$ cat src/rtl/mem_access_unit_pkg.sv
// -----------------------------------------------------------------------------
// mem_access_unit_pkg
//   Shared definitions for the MEM-stage data-memory access unit:
//   default exception codes, load-type encodings carried on exmem_load_sel,
//   and the encoding of the bus-transaction state machine.
// -----------------------------------------------------------------------------
package mem_access_unit_pkg;

  // Default excepttype codes reported by the MEM stage.
  localparam logic [31:0] EXC_ADEL_DEF = 32'h0000_0004;  // misaligned load
  localparam logic [31:0] EXC_ADES_DEF = 32'h0000_0005;  // misaligned store
  localparam logic [31:0] EXC_DBE_DEF  = 32'h0000_0007;  // data bus timeout

  // Load types on exmem_load_sel. Encodings not listed behave as LD_LW.
  typedef enum logic [2:0] {
    LD_LW  = 3'd0,
    LD_LB  = 3'd1,
    LD_LBU = 3'd2,
    LD_LH  = 3'd3,
    LD_LHU = 3'd4
  } load_sel_e;

  // Bus transaction state.
  //   S_IDLE  : waiting for a valid load/store in the MEM slot
  //   S_REQ   : dm_req raised, waiting for dm_ack or the timeout
  //   S_DRAIN : instruction was flushed mid-request; finish the bus cycle
  //   S_DONE  : result/flag held until the pipeline advances
  typedef enum logic [1:0] {
    S_IDLE  = 2'd0,
    S_REQ   = 2'd1,
    S_DRAIN = 2'd2,
    S_DONE  = 2'd3
  } mau_state_e;

endpackage

$ cat src/rtl/mem_access_unit_load_aligner.sv
// -----------------------------------------------------------------------------
// mem_access_unit_load_aligner
//   Combinational lane select and sign/zero extension of a loaded word.
//
//   Ports
//     word     in  32  word returned by data memory
//     addr_lo  in  2   byte offset of the load within the word
//     load_sel in  3   load type (see load_sel_e); unknown codes act as lw
//     data     out 32  aligned, extended load result
// -----------------------------------------------------------------------------
module mem_access_unit_load_aligner
  import mem_access_unit_pkg::*;
(
  input  logic [31:0] word,
  input  logic [1:0]  addr_lo,
  input  logic [2:0]  load_sel,
  output logic [31:0] data
);

  function automatic logic [31:0] ext_byte(input logic [7:0] b, input logic sgn);
    logic signed [7:0]  bs;
    logic signed [31:0] ws;
    bs = b;
    ws = bs;  // signed-to-signed assignment replicates bit 7
    return sgn ? ws : {24'd0, b};
  endfunction

  function automatic logic [31:0] ext_half(input logic [15:0] h, input logic sgn);
    logic signed [15:0] hs;
    logic signed [31:0] ws;
    hs = h;
    ws = hs;
    return sgn ? ws : {16'd0, h};
  endfunction

  logic [7:0]  byte_sel;
  logic [15:0] half_sel;

  always_comb begin
    byte_sel = word[{addr_lo, 3'b000} +: 8];
    half_sel = addr_lo[1] ? word[31:16] : word[15:0];
    data     = word;
    case (load_sel_e'(load_sel))
      LD_LB:   data = ext_byte(byte_sel, 1'b1);
      LD_LBU:  data = ext_byte(byte_sel, 1'b0);
      LD_LH:   data = ext_half(half_sel, 1'b1);
      LD_LHU:  data = ext_half(half_sel, 1'b0);
      default: data = word;
    endcase
  end

endmodule

$ cat src/rtl/mem_access_unit.sv
// -----------------------------------------------------------------------------
// mem_access_unit
//   MEM-stage consumer of the EX/MEM register. Converts the latched load or
//   store into a req/ack transaction on the data-memory bus, stalls the
//   pipeline while it is outstanding, aligns/extends load data, and merges
//   address-error and bus-timeout exceptions into the excepttype handed to
//   the MEM/WB register.
//
//   Ports
//     clk, reset (async, active-low)
//     ext_stall               hold from every other source (not mem_stall)
//     cu_flush, mem_nop       kill / bubble qualifiers for the MEM slot
//     exmem_mem_r/_mem_w      load / store
//     exmem_alu_res           effective address
//     exmem_aligned_rt_data   store data, lane-aligned
//     mem_byte_w_en_in        store byte lanes
//     exmem_load_sel          load type
//     exmem_excepttype        exception from earlier stages
//     dm_rdata, dm_ack        memory response
//     dm_req, dm_we, dm_addr, dm_wdata, dm_be   memory request
//     mem_stall               hold request to the control unit
//     mem_load_data           aligned load result (0 for stores/bubbles)
//     mem_excepttype          merged exception type
//     mem_bad_vaddr           faulting address on ADEL/ADES, else 0
// -----------------------------------------------------------------------------
module mem_access_unit
  import mem_access_unit_pkg::*;
#(
  parameter int          TIMEOUT  = 16,
  parameter logic [31:0] EXC_ADEL = EXC_ADEL_DEF,
  parameter logic [31:0] EXC_ADES = EXC_ADES_DEF,
  parameter logic [31:0] EXC_DBE  = EXC_DBE_DEF
) (
  input  logic        clk,
  input  logic        reset,
  input  logic        ext_stall,
  input  logic        cu_flush,
  input  logic        mem_nop,
  input  logic        exmem_mem_r,
  input  logic        exmem_mem_w,
  input  logic [31:0] exmem_alu_res,
  input  logic [31:0] exmem_aligned_rt_data,
  input  logic [3:0]  mem_byte_w_en_in,
  input  logic [2:0]  exmem_load_sel,
  input  logic [31:0] exmem_excepttype,
  input  logic [31:0] dm_rdata,
  input  logic        dm_ack,
  output logic        dm_req,
  output logic        dm_we,
  output logic [31:0] dm_addr,
  output logic [31:0] dm_wdata,
  output logic [3:0]  dm_be,
  output logic        mem_stall,
  output logic [31:0] mem_load_data,
  output logic [31:0] mem_excepttype,
  output logic [31:0] mem_bad_vaddr
);

  localparam int                CNT_W    = $clog2(TIMEOUT) + 1;
  localparam logic [CNT_W-1:0]  CNT_LAST = CNT_W'(TIMEOUT - 1);

  mau_state_e        state, state_nxt;
  logic [CNT_W-1:0]  cnt;

  // Fields latched when the request is issued, and the captured response.
  logic              ld_p1;
  logic [1:0]        addr_lo_p1;
  logic [2:0]        load_sel_p1;
  logic [31:0]       rdata_p1;
  logic              dbe_p1;

  logic              ld_mis, st_mis;
  logic              adel, ades, access;
  logic              start, capture, req_off, set_dbe, clr_dbe;
  logic [31:0]       aligned;

  // ---------------------------------------------------------------------------
  // Address checks and request qualification on the current EX/MEM fields.
  // ---------------------------------------------------------------------------
  always_comb begin
    ld_mis = 1'b0;
    case (load_sel_e'(exmem_load_sel))
      LD_LB, LD_LBU: ld_mis = 1'b0;
      LD_LH, LD_LHU: ld_mis = exmem_alu_res[0];
      default:       ld_mis = |exmem_alu_res[1:0];
    endcase

    st_mis = 1'b0;
    case (mem_byte_w_en_in)
      4'b1111:          st_mis = |exmem_alu_res[1:0];
      4'b0011, 4'b1100: st_mis = exmem_alu_res[0];
      default:          st_mis = 1'b0;
    endcase
  end

  // A bubble carries no real access, so it cannot fault on its address.
  assign adel   = ~mem_nop & exmem_mem_r & ld_mis;
  assign ades   = ~mem_nop & exmem_mem_w & st_mis;
  assign access = (exmem_mem_r | exmem_mem_w) & ~mem_nop & ~cu_flush &
                  (exmem_excepttype == 32'd0) & ~(adel | ades);

  // ---------------------------------------------------------------------------
  // Transaction FSM: next state, stall and register-update strobes.
  // ---------------------------------------------------------------------------
  always_comb begin
    state_nxt = state;
    mem_stall = 1'b0;
    start     = 1'b0;
    capture   = 1'b0;
    req_off   = 1'b0;
    set_dbe   = 1'b0;
    clr_dbe   = 1'b0;
    case (state)
      S_IDLE: begin
        // Gating with reset keeps the stall low while reset is held even
        // though the EX/MEM fields may still describe a valid access.
        mem_stall = access & reset;
        if (access) begin
          start     = 1'b1;
          state_nxt = S_REQ;
        end
      end
      S_REQ: begin
        mem_stall = 1'b1;
        if (dm_ack) begin
          // A flush coinciding with the ack has nothing left to drain.
          req_off = 1'b1;
          if (cu_flush) begin
            state_nxt = S_IDLE;
          end else begin
            capture   = 1'b1;
            state_nxt = S_DONE;
          end
        end else if (cu_flush) begin
          state_nxt = S_DRAIN;
        end else if (cnt == CNT_LAST) begin
          req_off   = 1'b1;
          set_dbe   = 1'b1;
          state_nxt = S_DONE;
        end
      end
      S_DRAIN: begin
        // No timeout here: the bus cycle is always allowed to complete.
        mem_stall = 1'b1;
        if (dm_ack) begin
          req_off   = 1'b1;
          state_nxt = S_IDLE;
        end
      end
      S_DONE: begin
        if (!ext_stall || cu_flush) begin
          clr_dbe   = 1'b1;
          state_nxt = S_IDLE;
        end
      end
      default: state_nxt = S_IDLE;
    endcase
  end

  // ---------------------------------------------------------------------------
  // Request / response registers.
  // ---------------------------------------------------------------------------
  always_ff @(posedge clk or negedge reset) begin
    if (!reset) begin
      state       <= S_IDLE;
      cnt         <= '0;
      dm_req      <= 1'b0;
      dm_we       <= 1'b0;
      dm_addr     <= 32'd0;
      dm_wdata    <= 32'd0;
      dm_be       <= 4'd0;
      ld_p1       <= 1'b0;
      addr_lo_p1  <= 2'd0;
      load_sel_p1 <= 3'd0;
      rdata_p1    <= 32'd0;
      dbe_p1      <= 1'b0;
    end else begin
      state <= state_nxt;

      if (start) begin
        dm_req      <= 1'b1;
        dm_we       <= exmem_mem_w;
        dm_addr     <= {exmem_alu_res[31:2], 2'b00};
        dm_wdata    <= exmem_aligned_rt_data;
        dm_be       <= mem_byte_w_en_in;
        ld_p1       <= exmem_mem_r & ~exmem_mem_w;
        addr_lo_p1  <= exmem_alu_res[1:0];
        load_sel_p1 <= exmem_load_sel;
        cnt         <= '0;
      end else if (state == S_REQ) begin
        cnt <= cnt + 1'b1;
      end

      if (req_off) begin
        dm_req <= 1'b0;
        dm_we  <= 1'b0;
      end

      if (capture) begin
        rdata_p1 <= dm_rdata;
      end

      if (set_dbe) begin
        dbe_p1 <= 1'b1;
      end else if (clr_dbe) begin
        dbe_p1 <= 1'b0;
      end
    end
  end

  // ---------------------------------------------------------------------------
  // Result and exception merge.
  // ---------------------------------------------------------------------------
  mem_access_unit_load_aligner u_load_aligner (
    .word     (rdata_p1),
    .addr_lo  (addr_lo_p1),
    .load_sel (load_sel_p1),
    .data     (aligned)
  );

  // Load data is only meaningful while a completed load sits in DONE; a
  // timed-out load never captured a word, so it reports 0.
  assign mem_load_data = (state == S_DONE && ld_p1 && !dbe_p1) ? aligned : 32'd0;

  always_comb begin
    mem_excepttype = 32'd0;
    mem_bad_vaddr  = 32'd0;
    if (exmem_excepttype != 32'd0) begin
      mem_excepttype = exmem_excepttype;
    end else if (adel) begin
      mem_excepttype = EXC_ADEL;
      mem_bad_vaddr  = exmem_alu_res;
    end else if (ades) begin
      mem_excepttype = EXC_ADES;
      mem_bad_vaddr  = exmem_alu_res;
    end else if (dbe_p1) begin
      mem_excepttype = EXC_DBE;
    end
  end

endmodule
$ cat config.mk
export PLATFORM = sky130hd
export DESIGN_NAME = mem_access_unit
export DESIGN_NICKNAME = d
export VERILOG_FILES = /design/src/rtl/mem_access_unit_pkg.sv /design/src/rtl/mem_access_unit_load_aligner.sv /design/src/rtl/mem_access_unit.sv
export SDC_FILE = /design/constraint.sdc
export NUM_CORES = 1
export LEC_CHECK = 0
export BUFFER_PORTS_ARGS = -buffer_cell sky130_fd_sc_hd__buf_2
export CAP_MARGIN = 10
export CELL_PAD_IN_SITES_DETAIL_PLACEMENT = 0
export CELL_PAD_IN_SITES_GLOBAL_PLACEMENT = 1
export CORE_ASPECT_RATIO = 1.5
export CORE_MARGIN = 1
export CORE_UTILIZATION = 35
export DETAILED_ROUTE_END_ITERATION = 6
export HOLD_SLACK_MARGIN = 0.03
export PLACE_DENSITY = 0.87
export REMOVE_ABC_BUFFERS = 1
export SKIP_LAST_GASP = 1
export SLEW_MARGIN = 20
export SYNTH_ARGS = -nofsm -noshare
export SYNTH_HDL_FRONTEND = slang
export SYNTH_SLANG_ARGS = --single-unit
export TNS_END_PERCENT = 100
$ cat constraint.sdc
create_clock -name clk -period 3.4 [get_ports clk]
set_input_delay 0.17 -clock clk [delete_from_list [all_inputs] [get_ports clk]]
set_output_delay 0.17 -clock clk [all_outputs]
set_load 0.05 [all_outputs]
Word level (Yosys, flattened, before mapping). Index checks and enable logic that the tools add are counted. Widths: inputs -> output; s select.

Add/subtract/negate cells: 1. $mul: 0. Div/mod/pow operators: 0. $lt $le $gt $ge: 0. Eq/ne operators: 19. Shifts and indexed selects: 1. Muxes and demuxes: 43. Bitwise logic cells: 16. Reduce and logical (&&, ||, !) cells: 17.

Operators with widths (count): $mux 32 (5); $pmux 32 s4 (1); $logic_not 32->1 (1); $reduce_bool 32->1 (1); $shiftx 32x6->8 (1); $mux 1 (19); $mux 16 (1); $mux 2 (7); $eq 3x2->1 const B (4); $and 1x1->1 (10); $mux 5 (2); $reduce_or 2->1 (5); $mux 3 (3); $eq 4x4->1 const B (2); $pmux 1 s2 (4); $pmux 2 s4 (1); $eq 3x1->1 const B (2); $eq 3x3->1 const B (2); $ne 2x2->1 const B (3); $reduce_bool 2->1 (3); $add 5x1->5 const B (1); $eq 5x4->1 const B (1); $eq 2x2->1 const B (2); $eq 4x2->1 const B (1); other kinds (9) (15).

Register bits after elaboration: 114. Latch bits: 0. Memory bits (writable): 0. ROM bits: 0. Bits of input ports: 143. Output and inout port bits: 167. Logic and storage cells: 109. Memories: 0.

Longest topological paths before layout.
Depth in word-level cells: 11. Mapped depth: 8.

By module. From an unflattened synthesis, not the netlist that was laid out.

Cell total of the unflattened synthesis: 556. Area total of the unflattened synthesis: 6414.9 um^2.

By module, submodules not included: mem_access_unit (times used 1, cells an instance 436, area an instance 5565.3 um^2, seq. area each 2852.7 um^2); mem_access_unit_load_aligner (times used 1, cells an instance 120, area an instance 849.6 um^2, seq. area each 0.0 um^2).

Least setup slack after synthesis. No wires, ideal clock.

Kind: reg-to-output. Start: reg addr_lo_p1[1]. End: out mem_load_data[16]. Arrival: 2.598 ns. Required time: 3.230 ns. Setup slack: 0.632 ns. Stages on the path, launching flop included: 7. Buffers on the path: 1. Path through: dfrtp_1 buf_2 mux4_2 nor2b_1 o21ai_0 nor3b_1 a21boi_0.

Word-level cells in the longest chain between the ends: 3. Elaborated cells between the ends (all ways): 4. Classes of those cells: shift (1); mux (3).

RTL lines: start, declared (RTL line mem_access_unit.sv:67) `logic [1:0] addr_lo_p1;`; start signal, assigned (RTL line mem_access_unit.sv:187) `addr_lo_p1 <= exmem_alu_res[1:0];`; $shiftx 32x6->8 / $mux 16 (equally long branches) (RTL line mem_access_unit_load_aligner.sv:40, mem_access_unit_load_aligner.sv:41); $pmux 32 s4 (*) (RTL line mem_access_unit_load_aligner.sv:43) `case (load_sel_e'(load_sel))`; $mux 32 (*) (RTL line mem_access_unit.sv:223) `assign mem_load_data = (state == S_DONE && ld_p1 && !dbe_p1) ? aligned : 32'd0;`; end, declared (RTL line mem_access_unit.sv:54) `output logic [31:0] mem_load_data,`.

Every way passes the cells marked *; elsewhere a longest branch is shown, timed or not.

Final worst setup path.
Start: in exmem_load_sel[1]. End: reg dm_addr[5].

Word-level cells in the longest chain between the ends: 9. Elaborated cells between the ends (all ways): 13. Classes of those cells: eq/ne (4); mux (3); bitwise (4); reduce/logical (2).

RTL lines: start, declared (RTL line mem_access_unit.sv:44) `input logic [2:0] exmem_load_sel,`; $eq 3x2->1, or another cell as far along (RTL line mem_access_unit.sv:82) `case (load_sel_e'(exmem_load_sel))`; $reduce_or 2->1 (RTL line mem_access_unit.sv:82); $pmux 1 s2 (*) (RTL line mem_access_unit.sv:82); $and 1x1->1 (*) (RTL line mem_access_unit.sv:97) `assign adel = ~mem_nop & exmem_mem_r & ld_mis;`; $or 1x1->1 (*) (RTL line mem_access_unit.sv:100) `(exmem_excepttype == 32'd0) & ~(adel | ades);`; $not 1->1 (*) (RTL line mem_access_unit.sv:100); $and 1x1->1 (*) (RTL line mem_access_unit.sv:100); $mux 1 (*) (RTL line mem_access_unit.sv:118) `if (access) begin`; $mux 1 (*) (RTL line mem_access_unit.sv:113) `case (state)`; end signal, assigned (RTL line mem_access_unit.sv:183) `dm_addr <= {exmem_alu_res[31:2], 2'b00};`; end, declared (RTL line mem_access_unit.sv:50) `output logic [31:0] dm_addr,`.

Marks and branches as above. A chain may end at the register's enable or synchronous reset.

==> impl_metrics.json <==
{
  "status": "finished, final reports clean",
  "cts_num_sinks": 114,
  "overflow": 0,
  "gp_congestion": 0.799,
  "syn2layout_area_growth_pct": 56.5,
  "synth_edf_count": 0,
  "die_y_um": 160,
  "rows": 57,
  "layout_commonest_cell": "buf_2",
  "netSwitchingFraction_pct": 24.9,
  "crit_required_ps": 3690,
  "regArea_um2": 2850,
  "crit_fanout": 39,
  "grt_use_total_pct": 22.3,
  "routed_wl_um": 18700,
  "synth_area_um2": 5820,
  "dieArea_um2": 17200,
  "crit_path_top_delay_cell": "or4b_2",
  "internal_power_mw": 2.74,
  "yosys_warnings": 0,
  "dr_total_vias": 5487,
  "finalCritPeriodShare_pct": 82.9,
  "worstSetupEndpointType": "register",
  "timing.fmax_ghz": 0.355,
  "grt_setup_unrepaired": "no",
  "ant_nets": 0,
  "clk_pin_slew_worst_paths_ps": 60,
  "multi_input_area_um2": 2680,
  "drt-initial-drc-count": 236,
  "remaining_drc_errors": 0,
  "synth_flop_cell": "dfrtp_1",
  "vias_per_cell": 4.89,
  "ctsHoldBuffers": 104,
  "relSlewSlack_pct": 27.2,
  "tightest_slew_ps": 1080,
  "design_area_um2": 9120,
  "avgSynthCellArea_um2": 11.2,
  "clock_path_buffers": 2,
  "grt_pass1_wl_um": 29700,
  "cts.htree.levels": 4,
  "seqPwrFrac_pct": 38.4,
  "p_leak_nw": 5.03,
  "ctsResizeCount": 0,
  "critical_path_class": "in2reg",
  "yosysSeqAreaShare_pct": 49.0,
  "cpPeakStageDelay_ps": 700,
  "grt_pass1_vias": 5865,
  "final-hold-violation-count": 0,
  "fillers": 1361,
  "cts_setup_buffers": 0,
  "synthCells": 520,
  "fin_util_pct": 56.1,
  "powerDensity_nw_per_um2": 401,
  "placed_cell_area_um2": 7460,
  "finalSetupViolations": 0,
  "wl_per_cell_um": 16.7,
  "arrival_ps": 3110,
  "fin_setup_tns_ps": 0,
  "ys_seq_elements": 114,
  "boundaryPins": 310,
  "diodes": 0,
  "core-area_um2": 16300,
  "fin_skew_ps": 16.7,
  "crit_path_start_kind": "input pin",
  "layout_common_cells": "buf_2 (306), dfrtp_1 (114), dlygate4sd3_1 (104)",
  "port_buffers": 307,
  "clkPwrFrac_pct": 51.2,
  "die_w_um": 107,
  "firstDrtPassIters": 4,
  "initial_core_util_pct": 35.8,
  "maxSlewViolCount": 0,
  "cts_buffers": 17,
  "synth_cell_types": 58,
  "ctsRootBufferMaster": "clkbuf_16",
  "drive_above_1_share_pct": 47.3,
  "antenna_found_initial": 0,
  "crit_path_cell_trace": "dlygate4sd3_1, buf_2, and3_1, o311ai_1, nor2_1, or4b_2, buf_4, mux2_1",
  "hp-class": "in2reg",
  "ys_async_sr_fraction_pct": 100,
  "ir_drop_mv": 0.310,
  "max-cap-violations": 0,
  "dp_hpwl_um": 12500,
  "period_minus_slack_ps": 2820,
  "num-nets-final": 1052,
  "clock_latency_ps": 410,
  "cts_tree": "built",
  "combPwrFrac_pct": 10.4,
  "grt_max_degree": 61,
  "p_sw_uw": 909
}
power by group through the flow:
stage | sequential (mW) | combinational, mW | clock, mW
floorplan | 1.42 | 0.0621 | 0
global placement | 1.43 | 0.278 | 0
detailed placement | 1.43 | 0.282 | 0
CTS | 1.40 | 0.377 | 1.91
global route | 1.41 | 0.408 | 1.97
finish | 1.40 | 0.379 | 1.87
through the flow:
stage               hold slack, ps  instances  total power, mW  setup slack [ps]
floorplan                     -126        463             1.48             -2040
global placement               385        986             1.70               732
detailed placement             391        986             1.71               752
CTS                            109       1122             3.69               596
global route                   128       1122             3.78               395
finish                         140       1122             3.65               582
cell usage after synthesis, drive strengths merged, types with 2 or more instances:
| master | n | share of area (%) |
|---|---|---|
| dfrtp | 114 | 49 |
| mux2 | 110 | 22 |
| clkbuf | 42 | 2.7 |
| and2 | 36 | 3.9 |
| a21oi | 27 | 2.4 |
| o21ai | 27 | 2.3 |
| nor2 | 17 | 1.1 |
| buf | 16 | 1.5 |
| inv | 16 | 1.0 |
| nand2 | 14 | 0.90 |
| o21a | 10 | 1.3 |
| nor4 | 9 | 0.97 |
| a21boi | 8 | 1.0 |
| o22ai | 7 | 0.75 |
| ha | 6 | 1.3 |
| nand3 | 5 | 0.43 |
| nor3b | 5 | 0.64 |
| nor2b | 4 | 0.43 |
| a31oi | 3 | 0.32 |
| and3 | 3 | 0.32 |
| mux2i | 3 | 0.52 |
| nor3 | 3 | 0.26 |
| xor2 | 3 | 0.45 |
| a21o | 2 | 0.26 |
| and3b | 2 | 0.30 |
| and4 | 2 | 0.30 |
| nand4 | 2 | 0.21 |
| o211ai | 2 | 0.26 |
| xnor2 | 2 | 0.30 |
state kept, by name, summed over array words and instances (netlist names):
signal,count
rdata_p1,32
dm_req,1
dm_wdata,32
cnt,5
dm_be,4
dm_we,1
dbe_p1,1
ld_p1,1
dm_addr,30
load_sel_p1,3
addr_lo_p1,2
state,2
metal layers:
layer / global-route usage (%) / wire (um) / share of wire (%) / vias to the layer above
li1: - / - / - / 2590
met4: 10.2 / 477 / 2.5 / 0
met1: 26.0 / 7670 / 41 / 2643
met5: 0 / 0 / 0 / -
met2: 38.1 / 9490 / 51 / 215
met3: 5.43 / 1090 / 5.8 / 39
critical path, delay by kind of cell:
family,cells,cell delay (ps)
simple gates,3,1030
mux,1,390
buf+inv,3,990
compound gates,1,490
kinds of logic (layout without fill, tap and decap cells):
group / after synthesis / in the layout / share of synthesized area (%)
xor+xnor: 5 / 5 / 0.752
other cells: 1 / 2 / 0.0644
fa+ha+maj: 6 / 6 / 1.29
flops: 114 / 114 / 49.0
compound gates: 97 / 97 / 10.3
buf+inv: 74 / 469 / 5.24
mux: 114 / 114 / 22.7
simple gates: 109 / 109 / 10.7
cell type report:
cell class / count / area share, %
Tap cell: 206 / 2.83
Sequential cell: 114 / 31.3
Clock buffer: 17 / 4.67
Timing Repair Buffer: 421 / 29.1
Multi-Input combinational cell: 333 / 29.4
Clock inverter: 15 / 2.09
Inverter: 16 / 0.659
final timing paths:
check	start	end	slack, ps	depth (start not counted)
worst max-delay path	exmem_load_sel[1]	dm_addr[5]	580	8
worst min-delay path	ext_stall	dbe_p1	140	5
worst max register to register	state[0]	dm_addr[5]	970	6
worst min register to register	dm_wdata[14]	dm_wdata[14]	490	1
max in group asynchronous	reset	dm_we	2370	3
min in group asynchronous	reset	rdata_p1[25]	490	3
Note: power is estimated with default switching activity, not from simulation.
